## src/rtl/fifo_wr_arbiter_if.sv

```systemverilog
`default_nettype none
// ============================================================================
//  Module   : fifo_wr_arbiter_if
//  Purpose  : Producer-side handshake, FIFO write-port and status signals of
//             the round-robin FIFO write arbiter, bundled as one interface.
//  Revision : 1.0  initial release
// ============================================================================
interface fifo_wr_arbiter_if #(
    parameter int N     = 4,
    parameter int WIDTH = 8,
    parameter int DEPTH = 16
);
    localparam int c_IDW = $clog2(N);
    localparam int c_LW  = $clog2(DEPTH) + 1;

    logic [N-1:0]       req_valid;
    logic [N-1:0]       req_last;
    logic [N*WIDTH-1:0] req_data;
    logic [N-1:0]       req_ready;
    logic               fifo_winc;
    logic [WIDTH-1:0]   fifo_wdata;
    logic               fifo_pop;
    logic               grant_active;
    logic [c_IDW-1:0]   grant_id;
    logic [c_LW-1:0]    level;
    logic               pop_err;

    // Arbiter side
    modport slave (
        input  req_valid, req_last, req_data, fifo_pop,
        output req_ready, fifo_winc, fifo_wdata, grant_active, grant_id,
               level, pop_err
    );

    // Producers / FIFO / monitoring side
    modport master (
        output req_valid, req_last, req_data, fifo_pop,
        input  req_ready, fifo_winc, fifo_wdata, grant_active, grant_id,
               level, pop_err
    );
endinterface
`default_nettype wire

```

## src/rtl/fifo_wr_arbiter.sv

```systemverilog
`default_nettype none
// ============================================================================
//  Module   : fifo_wr_arbiter
//  Purpose  : Round-robin arbiter sharing one sfifo write port among N
//             producers. Grants per packet or bounded burst and tracks FIFO
//             occupancy locally so backpressure is exact without waiting for
//             the FIFO's registered wfull.
//  Revision : 1.0  initial release
// ============================================================================
module fifo_wr_arbiter #(
    parameter int N         = 4,
    parameter int WIDTH     = 8,
    parameter int DEPTH     = 16,
    parameter int BURST_MAX = 4
) (
    input  wire logic          wclk,
    input  wire logic          rst_n,
    fifo_wr_arbiter_if.slave   bus
);
    localparam int c_IDW = $clog2(N);
    localparam int c_LW  = $clog2(DEPTH) + 1;
    localparam int c_BCW = (BURST_MAX > 1) ? $clog2(BURST_MAX) : 1;

    localparam logic [c_BCW-1:0] c_BEAT_LAST = c_BCW'(BURST_MAX - 1);
    localparam logic [c_LW-1:0]  c_LVL_FULL  = c_LW'(DEPTH);
    localparam logic [c_LW-1:0]  c_LVL_ONE   = c_LW'(1);
    localparam logic [c_IDW-1:0] c_ID_MAX    = c_IDW'(N - 1);
    localparam logic [c_IDW-1:0] c_ID_ONE    = c_IDW'(1);
    localparam logic [N-1:0]     c_READY_ONE = N'(1);

    localparam logic [0:0] c_IDLE  = 1'b0;
    localparam logic [0:0] c_GRANT = 1'b1;

    logic [0:0]       r_state;
    logic [c_IDW-1:0] r_grant_id;
    logic [c_IDW-1:0] r_rr_ptr;
    logic [c_BCW-1:0] r_beat_cnt;
    logic [c_LW-1:0]  r_level;
    logic             r_pop_err;

    logic [c_IDW-1:0] w_winner;
    logic [c_IDW-1:0] w_cand;
    logic             w_any_req;
    logic             w_full;
    logic             w_beat;
    logic             w_release;
    logic             w_pop_ok;

    // Circular priority search starting at the round-robin pointer; the
    // descending loop lets the smallest offset from r_rr_ptr win.
    always_comb begin
        w_winner = '0;
        w_cand   = '0;
        for (int i = N - 1; i >= 0; i--) begin
            w_cand = c_IDW'((int'(r_rr_ptr) + i) % N);
            if (bus.req_valid[w_cand]) begin
                w_winner = w_cand;
            end
        end
    end

    assign w_any_req = |bus.req_valid;
    // Full blocks writes even if a pop arrives in the same cycle.
    assign w_full    = (r_level == c_LVL_FULL);
    assign w_beat    = (r_state == c_GRANT) && bus.req_valid[r_grant_id] && !w_full;
    assign w_release = w_beat && (bus.req_last[r_grant_id] || (r_beat_cnt == c_BEAT_LAST));
    // A pop against an empty count is an upstream error, not a decrement.
    assign w_pop_ok  = bus.fifo_pop && (r_level != '0);

    // Grant ownership, round-robin pointer and burst counter.
    always_ff @(posedge wclk or negedge rst_n) begin
        if (!rst_n) begin
            r_state    <= c_IDLE;
            r_grant_id <= '0;
            r_rr_ptr   <= '0;
            r_beat_cnt <= '0;
        end else begin
            case (r_state)
                c_IDLE: begin
                    if (w_any_req) begin
                        r_grant_id <= w_winner;
                        r_beat_cnt <= '0;
                        r_state    <= c_GRANT;
                    end
                end
                c_GRANT: begin
                    if (w_release) begin
                        r_state  <= c_IDLE;
                        r_rr_ptr <= (r_grant_id == c_ID_MAX) ? '0 : (r_grant_id + c_ID_ONE);
                    end else if (w_beat) begin
                        r_beat_cnt <= r_beat_cnt + c_BCW'(1);
                    end
                end
                default: begin
                    r_state <= c_IDLE;
                end
            endcase
        end
    end

    // Occupancy tracking and sticky underflow flag.
    always_ff @(posedge wclk or negedge rst_n) begin
        if (!rst_n) begin
            r_level   <= '0;
            r_pop_err <= 1'b0;
        end else begin
            if (w_beat && !w_pop_ok) begin
                r_level <= r_level + c_LVL_ONE;
            end else if (!w_beat && w_pop_ok) begin
                r_level <= r_level - c_LVL_ONE;
            end
            if (bus.fifo_pop && (r_level == '0)) begin
                r_pop_err <= 1'b1;
            end
        end
    end

    assign bus.req_ready    = w_beat ? (c_READY_ONE << r_grant_id) : '0;
    assign bus.fifo_winc    = w_beat;
    assign bus.fifo_wdata   = bus.req_data[int'(r_grant_id) * WIDTH +: WIDTH];
    assign bus.grant_active = (r_state == c_GRANT);
    assign bus.grant_id     = r_grant_id;
    assign bus.level        = r_level;
    assign bus.pop_err      = r_pop_err;

endmodule
`default_nettype wire

```

## src/flat_wrapper.sv

```systemverilog
// flat-port wrapper written by rule: the top's interface ports become plain ports
module fifo_wr_arbiter_flat 
#(
    parameter int N         = 4,
    parameter int WIDTH     = 8,
    parameter int DEPTH     = 16,
    parameter int BURST_MAX = 4
)
  (wclk, rst_n, bus_req_valid, bus_req_last, bus_req_data, bus_fifo_pop, bus_req_ready, bus_fifo_winc, bus_fifo_wdata, bus_grant_active, bus_grant_id, bus_level, bus_pop_err);
  fifo_wr_arbiter_if #(.N(N), .WIDTH(WIDTH), .DEPTH(DEPTH)) bus_i ();
  input  wire logic wclk;
  input  wire logic rst_n;
  input wire logic [$bits(bus_i.req_valid)-1:0] bus_req_valid;
  input wire logic [$bits(bus_i.req_last)-1:0] bus_req_last;
  input wire logic [$bits(bus_i.req_data)-1:0] bus_req_data;
  input wire logic [$bits(bus_i.fifo_pop)-1:0] bus_fifo_pop;
  output wire logic [$bits(bus_i.req_ready)-1:0] bus_req_ready;
  output wire logic [$bits(bus_i.fifo_winc)-1:0] bus_fifo_winc;
  output wire logic [$bits(bus_i.fifo_wdata)-1:0] bus_fifo_wdata;
  output wire logic [$bits(bus_i.grant_active)-1:0] bus_grant_active;
  output wire logic [$bits(bus_i.grant_id)-1:0] bus_grant_id;
  output wire logic [$bits(bus_i.level)-1:0] bus_level;
  output wire logic [$bits(bus_i.pop_err)-1:0] bus_pop_err;
  assign bus_i.req_valid = bus_req_valid;
  assign bus_i.req_last = bus_req_last;
  assign bus_i.req_data = bus_req_data;
  assign bus_i.fifo_pop = bus_fifo_pop;
  assign bus_req_ready = bus_i.req_ready;
  assign bus_fifo_winc = bus_i.fifo_winc;
  assign bus_fifo_wdata = bus_i.fifo_wdata;
  assign bus_grant_active = bus_i.grant_active;
  assign bus_grant_id = bus_i.grant_id;
  assign bus_level = bus_i.level;
  assign bus_pop_err = bus_i.pop_err;
  fifo_wr_arbiter #(.N(N), .WIDTH(WIDTH), .DEPTH(DEPTH), .BURST_MAX(BURST_MAX)) u_core (.wclk(wclk), .rst_n(rst_n), .bus(bus_i));
endmodule
```

## config.mk

```make
export PLATFORM = sky130hd
export DESIGN_NAME = fifo_wr_arbiter_flat
export DESIGN_NICKNAME = d
export VERILOG_FILES = /design/src/rtl/fifo_wr_arbiter_if.sv /design/src/rtl/fifo_wr_arbiter.sv /design/src/flat_wrapper.sv
export SDC_FILE = /design/constraint.sdc
export NUM_CORES = 1
export LEC_CHECK = 0
export ABC_AREA = 1
export CAP_MARGIN = 5
export CORE_UTILIZATION = 43
export DETAILED_ROUTE_END_ITERATION = 10
export PLACE_DENSITY = 0.88
export RECOVER_POWER = 100
export REMOVE_ABC_BUFFERS = 1
export SYNTH_ARGS = -nofsm -noshare
export SYNTH_HDL_FRONTEND = slang
export SYNTH_SLANG_ARGS = --single-unit
```

## constraint.sdc

```tcl
create_clock -name wclk -period 6.3 [get_ports wclk]
set_input_delay 0.945 -clock wclk [delete_from_list [all_inputs] [get_ports wclk]]
set_output_delay 0.945 -clock wclk [all_outputs]
set_load 0.03 [all_outputs]
```

==> flow_summary_export.csv <==
group,metric,value,unit
status,outcome,"finished with violations",
status,violations,"DRC",
timing,drv_slew,0,
global_routing,antenna_found_initial,0,
worst_setup_path,critPathKind,"reg -> out",
worst_setup_path,cp_cell_sequence,"inv_1, nand2_1, nand3_1, nand2_1, nor2_1, inv_2, nor2_1, dlygate4sd3_1",
synthesis,synth_compound_area_frac,0.168,
drt,first_pass_iters,7,
pwr,finalPower,0.989,mW
timing,worstMarginPinSlew,789,ps
timing,relSlewSlack,0.474,
worst_setup_path,max_stage_delay,740,ps
place,gp_congestion,0.878,
pwr,leakage,0.937,nW
synthesis,synthCells,195,
cells_and_area,areaGrowthSynthToFinish,48.8,%
job,max_cap_viol_count,0,
synthesis,synthDistinctLibCells,28,
floorplan,die_h,56.7,um
drt,post_drt_via_cell_ratio,5.15,
worst_setup_path,startpoint_type,"flop",
floorplan,rows,19,
pwr,p_switching,0.553,mW
pwr,power_switching_share,0.559,
timing,min_period,4150,ps
synthesis,synth-adder-area-share,0.103,
cells_and_area,utilization,0.684,
floorplan,die_width,56.7,um
pwr,irDropWorstVdd,0.000340,V
place,post-place-ws,2630,ps
timing,fin_tns_setup,0,ps
place,place.port_buffers,64,
timing,fin_hold_ws,468,ps
floorplan,io_pins,65,
hold_path,hp-class,"reg -> reg",
cells_and_area,final_cell_mix,"45 x nand2_1, 39 x clkdlybuf4s50_1, 26 x nor2_1",
worst_setup_path,crit_required,5350,ps
pwr,pwr-share-clk,0.052,
timing,clock_skew,4.87,ps
synthesis,synthXorXnorAreaFrac,0.0204,
synthesis,yosys_warnings,0,
worst_setup_path,path_delay_family,"buffers and inverters",
synthesis,synth_seq_area_share,0.252,
synthesis,syn_area_per_cell,6.61,um2
drt,vias,1478,
floorplan,core_area,0.00281,mm2
drt,drc_errors,8,
place,hpwl,2900,um
cells_and_area,nets,310,
global_routing,grt_pass1_wl,6220,um
drt,drtIter0Drc,46,
floorplan,die_area,0.00322,mm2
drt,finalWirelength,3610,um
synthesis,syn-cell-area,0.00129,mm2
clocking,cts_inserted_buffers,3,
timing,fin_crit_sh,0.659,
global_routing,grt_overflow,0,
clocking,cts_resized,0,
global_routing,grt_util_all_layers,0.245,
clocking,clkLatencyLatePin,280,ps
cells_and_area,antennaDiodeCount,0,
timing,hold_viol,0,
clocking,clock_path_buffers,2,
synthesis,synth_seq_cells,13,
worst_setup_path,critPathCaptureType,"primary output",
global_routing,grt_max_degree,26,
timing,setup_viol,0,
drt,ant_nets,0,
clocking,cts_root_buffer,"clkbuf_4",
clocking,cts_tree,"yes",
worst_setup_path,critPathBufInv,3,
synthesis,synth_top_family_by_area,"simple AND/OR/NAND/NOR gates",
synthesis,synth_mux_area_frac,0,
pwr,pwr-share-comb,0.745,
cells_and_area,regArea,325,um2
clocking,cts-htree-levels,1,
timing,rsz0062_at_grt,"false",
floorplan,initial_core_util,0.459,
synthesis,synth-simple-area-share,0.338,
timing,finalWorstSetupSlack,2150,ps
clocking,cts_setup_buffers,0,
cells_and_area,drive_above_1_share,0.0469,
worst_setup_path,crit_fanout,25,
timing,fmax,241,MHz
worst_setup_path,worst_ep_arrival_time,3210,ps
clocking,postCtsHoldBufs,0,
drt,wl_per_cell,12.6,um
cells_and_area,fill_cells,240,
clocking,path_clk_slew,80,ps
cells_and_area,final_common_cell,"nand2_1",
clocking,clkSinkCount,13,
pwr,power.internal,0.436,mW
global_routing,first_global_vias,1371,
worst_setup_path,critPathSlowestCell,"dlygate4sd3_1",
pwr,p_seq_frac,0.203,
pwr,powerDensity,515,mW/mm2
cells_and_area,multi_input_area,785,um2
[power by group through the flow]
stage               Clock, mW  Sequential, mW  Combinational (mW)
global placement            0           0.203               0.777
global route           0.0589           0.212               0.825
CTS                    0.0530           0.203               0.794
floorplan                   0           0.239               0.485
finish                 0.0511           0.201               0.737
detailed placement          0           0.204               0.792
[sequential cells by signal (all words and copies together) (netlist names)]
register                 flops
u_core.r_rr_ptr              2
u_core.bus.level             5
u_core.bus.pop_err           1
u_core.bus.grant_id          2
u_core.r_beat_cnt            2
u_core.bus.grant_active      1
[metrics by stage]
stage	cells	cell area, um2
2_1_floorplan	188	1240
3_3_place_gp	283	1920
3_5_place_dp	283	1920
4_1_cts	287	1940
5_1_grt	287	1920
6_report	287	1920
[Yosys cell counts]
cell	instances	area, um2
a21o_1	1	7.51
a21oi_1	3	15.0
buf_2	2	10.0
buf_4	2	15.0
buf_6	2	22.5
clkbuf_1	1	3.75
dfrtp_1	13	325
fa_1	1	20.0
ha_1	9	113
inv_1	23	86.3
inv_2	4	15.0
nand2_1	43	161
nand2_2	2	12.5
nand3_1	14	70.1
nand3_2	2	20.0
nand3b_1	1	7.51
nand4_1	4	25.0
nor2_1	25	93.8
nor2_2	3	18.8
nor2_8	1	20.0
o21ai_0	20	100
o21ai_1	4	20.0
o21ai_2	1	8.76
o22a_1	1	8.76
o22ai_1	9	56.3
or2_2	1	6.26
xnor2_1	1	8.76
xor2_1	2	17.5
[cell families after synthesis]
family | count (synthesis)
simple gates | 96
flops | 13
buf+inv | 34
fa+ha+maj | 10
compound gates | 39
xor+xnor | 3
[path summary, 6_finish.rpt]
check	slack, ps	start	to	cells past startpoint
min	470	u_core.bus.pop_err	u_core.bus.pop_err	1
max reg2reg	2940	u_core.bus.grant_id[0]	u_core.bus.level[4]	14
min reg2reg	470	u_core.bus.pop_err	u_core.bus.pop_err	1
max in group asynchronous	4830	rst_n	u_core.bus.level[3]	1
min in group asynchronous	1090	rst_n	u_core.bus.level[2]	1
max	2150	u_core.bus.grant_id[0]	bus_req_ready[3]	8
[layer usage]
metal	wire length [um]	GRT usage	vias to the layer above
met5	0	0	-
met4	74	0.0592	0
met3	178	0.0484	10
met2	1790	0.417	39
met1	1570	0.317	669
li1	-	-	760
[cell type report]
type,count,area share
inverter,27,0.0528
tap,31,0.0202
multi-input combinational,148,0.409
sequential,13,0.170
clock inverter,1,0.00261
clock buffer,3,0.0117
timing repair buffer,64,0.334
No activity file was read; power rests on OpenSTA's default activity.
